<file path="config.mk">
export PLATFORM = sky130hd
export DESIGN_NAME = adc_capture_buffer
export DESIGN_NICKNAME = d
export VERILOG_FILES = /design/src/rtl/adc_capture_buffer.sv
export SDC_FILE = /design/constraint.sdc
export NUM_CORES = 2
export LEC_CHECK = 0
export ABC_CLOCK_PERIOD_IN_PS = 8100
export CAP_MARGIN = 0
export CORE_ASPECT_RATIO = 0.6
export CORE_MARGIN = 2
export CORE_UTILIZATION = 61
export CTS_CLUSTER_SIZE = 25
export DETAILED_ROUTE_END_ITERATION = 10
export PLACE_DENSITY = 0.87
export SLEW_MARGIN = 5
export SYNTH_ARGS = -nofsm -noshare
export SYNTH_HDL_FRONTEND = slang
export SYNTH_SLANG_ARGS = --single-unit
export TNS_END_PERCENT = 1
</file>
<file path="constraint.sdc">
create_clock -name adc_clk -period 8.1 [get_ports adc_clk]
set_input_delay 1.62 -clock adc_clk [delete_from_list [all_inputs] [get_ports adc_clk]]
set_output_delay 1.62 -clock adc_clk [all_outputs]
set_load 0.03 [all_outputs]
</file>
<file path="src/rtl/adc_capture_buffer.sv">
// adc_capture_buffer -- oscilloscope-style triggered capture of the ADC stream.
//
// Once armed, the buffer collects pre_len pre-trigger samples and then waits
// for a threshold crossing. It keeps writing post-trigger samples until
// exactly DEPTH samples are frozen in memory. The capture is then played out
// oldest-first on a valid/ready port.
//
// Optional feature: define ADC_DECIM_EN to add the decim[7:0] input. With it,
// only every (decim+1)-th valid sample is accepted.
//
// Ports
//   adc_clk, rst_n           clock, async active-low reset
//   adc_data, adc_valid      incoming sample stream
//   arm, abort               start capture / return to idle (abort wins)
//   trig_mode, trig_level    00 rise, 01 fall, 10 either, 11 immediate; threshold
//   pre_len                  pre-trigger sample count
//   rd_data/rd_valid/rd_ready/rd_last   playback port
//   busy, triggered, done    status
module adc_capture_buffer #(
    parameter int DW    = 8,
    parameter int DEPTH = 256,
    localparam int AW   = $clog2(DEPTH)
) (
    input  logic          adc_clk,
    input  logic          rst_n,
    input  logic [DW-1:0] adc_data,
    input  logic          adc_valid,
    input  logic          arm,
    input  logic          abort,
    input  logic [1:0]    trig_mode,
    input  logic [DW-1:0] trig_level,
    input  logic [AW-1:0] pre_len,
`ifdef ADC_DECIM_EN
    input  logic [7:0]    decim,
`endif
    output logic [DW-1:0] rd_data,
    output logic          rd_valid,
    input  logic          rd_ready,
    output logic          rd_last,
    output logic          busy,
    output logic          triggered,
    output logic          done
);

    typedef enum logic [2:0] {S_IDLE, S_PRE, S_ARMED, S_POST, S_READ} state_t;

    localparam logic [AW:0] DEPTH_W = (AW+1)'(DEPTH);

    state_t        state, state_nxt;
    logic [DW-1:0] mem [DEPTH];
    logic [AW-1:0] wr_ptr, pre_cnt, pre_q, start_addr, rd_addr;
    logic [AW:0]   post_cnt, post_len, rd_cnt;
    logic [1:0]    mode_q;
    logic [DW-1:0] level_q, prev_smp;
    logic          prev_vld;
    logic          active, dec_ok, accept, rise, fall, hit, trig_hit, fetch, xfer;

`ifdef ADC_DECIM_EN
    logic [7:0]    decim_q, dec_cnt;
    assign dec_ok = (dec_cnt == 8'd0);
`else
    assign dec_ok = 1'b1;
`endif

    // pre_len is AW bits wide, so it can never exceed DEPTH-1: the clamp is
    // inherent in the port width.
    assign active   = (state == S_PRE) || (state == S_ARMED) || (state == S_POST);
    assign accept   = active && adc_valid && dec_ok && !abort;
    assign post_len = DEPTH_W - {1'b0, pre_q};
    assign rd_addr  = start_addr + rd_cnt[AW-1:0];
    assign xfer     = rd_valid && rd_ready;
    // Refill the output register when it is empty or being drained this cycle.
    assign fetch    = (state == S_READ) && (rd_cnt != DEPTH_W) && (!rd_valid || rd_ready) && !abort;
    assign busy     = active;
    assign done     = (state == S_READ);

    always_comb begin
        rise = prev_vld && (prev_smp < level_q) && (adc_data >= level_q);
        fall = prev_vld && (prev_smp >= level_q) && (adc_data < level_q);
        hit  = 1'b0;
        case (mode_q)
            2'b00: hit = rise;
            2'b01: hit = fall;
            2'b10: hit = rise || fall;
            2'b11: hit = 1'b1;
        endcase
        trig_hit = (state == S_ARMED) && accept && hit;
    end

    always_comb begin
        state_nxt = state;
        case (state)
            S_IDLE:  if (arm) state_nxt = (pre_len == '0) ? S_ARMED : S_PRE;
            S_PRE:   if (accept && (pre_cnt == pre_q - AW'(1))) state_nxt = S_ARMED;
            S_ARMED: if (trig_hit) state_nxt = (post_len == (AW+1)'(1)) ? S_READ : S_POST;
            S_POST:  if (accept && (post_cnt + (AW+1)'(1) == post_len)) state_nxt = S_READ;
            S_READ:  if (xfer && rd_last) state_nxt = S_IDLE;
            default: state_nxt = S_IDLE;
        endcase
        if (abort) state_nxt = S_IDLE;
    end

    always_ff @(posedge adc_clk or negedge rst_n) begin
        if (!rst_n) state <= S_IDLE;
        else        state <= state_nxt;
    end

    // Capture memory is not reset; only accepted samples are written.
    always_ff @(posedge adc_clk) begin
        if (accept) mem[wr_ptr] <= adc_data;
    end

    always_ff @(posedge adc_clk or negedge rst_n) begin
        if (!rst_n) begin
            wr_ptr     <= '0;
            pre_cnt    <= '0;
            post_cnt   <= '0;
            pre_q      <= '0;
            start_addr <= '0;
            rd_cnt     <= '0;
            mode_q     <= '0;
            level_q    <= '0;
            prev_smp   <= '0;
            prev_vld   <= 1'b0;
            triggered  <= 1'b0;
            rd_data    <= '0;
            rd_valid   <= 1'b0;
            rd_last    <= 1'b0;
        end else begin
            if (accept) begin
                wr_ptr   <= wr_ptr + AW'(1);
                prev_smp <= adc_data;
                prev_vld <= 1'b1;
            end
            if (state == S_IDLE && arm) begin
                pre_q     <= pre_len;
                mode_q    <= trig_mode;
                level_q   <= trig_level;
                prev_vld  <= 1'b0;
                pre_cnt   <= '0;
                post_cnt  <= '0;
                rd_cnt    <= '0;
                triggered <= 1'b0;
            end
            if (state == S_PRE && accept) pre_cnt <= pre_cnt + AW'(1);
            if (trig_hit) begin
                start_addr <= wr_ptr - pre_q;
                triggered  <= 1'b1;
                post_cnt   <= (AW+1)'(1);
            end
            if (state == S_POST && accept) post_cnt <= post_cnt + (AW+1)'(1);
            if (fetch) begin
                rd_data  <= mem[rd_addr];
                rd_valid <= 1'b1;
                rd_last  <= (rd_cnt == DEPTH_W - (AW+1)'(1));
                rd_cnt   <= rd_cnt + (AW+1)'(1);
            end else if (xfer) begin
                rd_valid <= 1'b0;
                rd_last  <= 1'b0;
            end
            if (xfer && rd_last) triggered <= 1'b0;
            if (abort) begin
                rd_valid  <= 1'b0;
                rd_last   <= 1'b0;
                triggered <= 1'b0;
            end
        end
    end

`ifdef ADC_DECIM_EN
    // Counts valid samples seen while capturing; a sample is accepted when
    // the count is zero, so the first one after arm is always taken.
    always_ff @(posedge adc_clk or negedge rst_n) begin
        if (!rst_n) begin
            decim_q <= '0;
            dec_cnt <= '0;
        end else if (abort) begin
            dec_cnt <= '0;
        end else if (state == S_IDLE && arm) begin
            decim_q <= decim;
            dec_cnt <= '0;
        end else if (active && adc_valid) begin
            dec_cnt <= (dec_cnt == decim_q) ? 8'd0 : dec_cnt + 8'd1;
        end
    end
`endif

endmodule

</file>
==> flow_metrics.tcl <==
set metrics [dict create \
    status "complete, but fails checks" \
    violations "max-capacitance violations, max-slew violations" \
    portBuffers 44 \
    dr.first_iter.drc_count 9798 \
    grtUsageMet2 0.483 \
    path_clk_slew_ns 0.07 \
    synthCells 4338 \
    initial_utilization 0.617 \
    clkPwrFrac 0.307 \
    synth_edf_count 2048 \
    grt_pass1_wl_um 341000 \
    post_cts_buffers 0 \
    viasPerCell 7.39 \
    final_cell_mix "2,048 x edfxtp_1, 550 x mux4_2, 394 x nand2_1, 302 x nor2_1, 180 x clkbuf_16" \
    setup_tns_ns 0 \
    gr-total-overflow 0 \
    dr.pass1.iters 7 \
    cts.repair.resized 0 \
    syn_area_mm2 0.0847 \
    powerDensity_mw_per_mm2 305 \
    synth_cell_types 69 \
    max-vdd-ir-drop_mv 0.348 \
    hpwl_um 136000 \
    end_kind "flop" \
    die_area_mm2 0.142 \
    fin_nets 4462 \
    slew_headroom -0.0310 \
    antenna_found_initial 11 \
    worstSetupStartpointType "flop" \
    final_common_cell "edfxtp_1" \
    ios 45 \
    vias 47000 \
    critPathKind "reg -> reg" \
    grt_use_total 0.341 \
    synthFlopType "edfxtp_1" \
    clock_latency_ns 0.83 \
    hp-class "reg -> reg" \
    clock.fmax_mhz 187 \
    core-area_mm2 0.137 \
    synth_seq_cells 2131 \
    min_period_ns 5.35 \
    total_power_mw 28.3 \
    hold_viol 0 \
    drive_gt1_frac 0.202 \
    ys_seq_area_frac 0.750 \
    drc_errors 0 \
    r2r_slack_ns 2.75 \
    final-max-slew-violation-count 3 \
    cts.sinks 2131 \
    synthArstFlopShare 0.0389 \
    cts.htree.levels 4 \
    fillerInstances 7803 \
    rows 105 \
    cts_root_buf "clkbuf_16" \
    crit_fanout 38 \
    switching_share 0.308 \
    finalSetupViolCount 0 \
    synth_nets 4413 \
    required_ns 8.79 \
    internal-power_mw 19.6 \
    cts_buffer_depth 3 \
    die_h_um 293 \
    rr_startpoint "rd_cnt[0]$_DFFE_PN0P_" \
    p_switching_mw 8.72 \
    skew_ns 0.0457 \
    yosysWarnings 0 \
    startpoint "rd_cnt[0]$_DFFE_PN0P_" \
    timing.hold.ws_ns 0.515 \
    yosysTopAreaCell "edfxtp_1" \
    post-route-period-util 0.661 \
    drv_cap 2 \
    fp.dieW_um 485 \
    area.growth.synth_to_final_pct 9.56 \
    totalWireLength_um 240000 \
    hold_buffers 0 \
    drt-wirelength-per-cell_um 37.6 \
    synth_top_area_share 0.726 \
    ys_top_cells_by_area "edfxtp_1 73%, mux4_2 15%, dfrtp_1 2.5%" \
    worst_slew_pin_slew_ns 1.54 \
    use_met1 0.485 \
    cts_made_buffers 171 \
    gp_congestion 0.927 \
    multi_input_area_mm2 0.0199 \
    power_frac_comb 0.255 \
    ff_latch_area_mm2 0.0636 \
    syn_avg_cell_area_um2 19.5 \
    cts_tree "done" \
    first_global_vias 45700 \
    top_usage_layer "met1" \
    critical_path_arrival_ns 6.04 \
    min_from "prev_smp[6]$_DFFE_PN0P_" \
    rsz0062_at_grt "no" \
    antenna_left 0 \
    grt_max_degree 180 \
    leakagePower_nw 28.8 \
    use_met3 0.139 \
    seqPwrFrac 0.438 \
]
## kinds of logic (layout without fill, tap and decap cells)
| family | after synthesis | in the layout | synth area share |
|---|---|---|---|
| fa+ha+maj | 43 | 43 | 0.00653 |
| buf+inv | 286 | 481 | 0.0156 |
| xor+xnor | 42 | 42 | 0.00443 |
| compound gates | 261 | 261 | 0.0200 |
| mux | 625 | 625 | 0.155 |
| flops | 2131 | 2131 | 0.750 |
| simple gates | 950 | 950 | 0.0477 |
| other cells | 0 | 11 | 0 |
## Yosys cell counts (all sizes together), types with 10 or more instances
cell / number
nor3: 12
mux2: 12
nor2: 304
inv: 44
a32oi: 12
nand4: 24
dfrtp: 83
a311oi: 13
o211ai: 14
mux4: 550
o31ai: 10
mux2i: 63
a31oi: 11
edfxtp: 2048
o21ai: 86
nand2: 394
nand3: 142
buf: 151
clkbuf: 91
a21oi: 48
xnor2: 34
nor2b: 17
and3: 15
ha: 41
## per-layer routing
layer	up-vias	routed length, um	share of wire
li1	17600	-	-
met1	23600	81300	0.34
met2	5090	104000	0.43
met3	719	44300	0.19
met4	10	9640	0.040
met5	-	69	0.00029
## flip-flops by register name (all words and copies together), names as in the netlist, 3 cells and up
name        cells
level_q         8
mem          2048
post_cnt        9
pre_cnt         8
pre_q           8
prev_smp        8
rd_cnt          9
rd_data         8
start_addr      8
state           3
wr_ptr          8
## final timing paths
path                                           end  depth (start not counted)
max reg2reg                 rd_data[2]$_DFFE_PN0P_                         10
min                        prev_smp[6]$_DFFE_PN0P_                          2
min in group asynchronous  post_cnt[1]$_DFFE_PN0P_                          1
min reg2reg                prev_smp[6]$_DFFE_PN0P_                          2
max in group asynchronous  prev_smp[1]$_DFFE_PN0P_                          1
max                         rd_data[2]$_DFFE_PN0P_                         10
## metrics by stage
step	utilization	worst slack, ns	cell area [um^2]	instances
floorplan	-	4.39	84700	4338
global placement	0.635	2.80	87100	6033
detailed placement	0.635	2.58	87100	6033
CTS	0.676	3.05	92800	6352
global route	0.676	2.78	92800	6353
finish	0.676	2.75	92800	6363
## worst max-delay path, cell delays in order (launching register included)
cell	delay, ns
dfrtp_1	0.48
ha_4	0.22
fa_4	1.37
buf_4	0.60
mux4_2	0.39
nand2_1	0.11
nand3_1	0.12
a311oi_1	1.29
a22oi_1	0.29
o311ai_1	0.16
o211ai_1	0.13
## power groups by stage
stage / registers (mW) / clock network (mW) / logic [mW]
floorplan: 12.6 / 0 / 4.40
global placement: 12.6 / 0 / 6.51
detailed placement: 12.6 / 0 / 6.74
CTS: 12.4 / 8.65 / 6.91
global route: 12.4 / 9.02 / 7.37
finish: 12.4 / 8.69 / 7.20
## final cells by class
cell class | count | share of cell area
sequential | 2131 | 0.685
clock inverter | 96 | 0.00980
clock buffer | 223 | 0.0511
antenna | 11 | 0.000297
timing repair buffer | 118 | 0.0132
tap | 1819 | 0.0245
inverter | 44 | 0.00178
multi-input combinational | 1921 | 0.214
(Power assumes the default switching activity.)
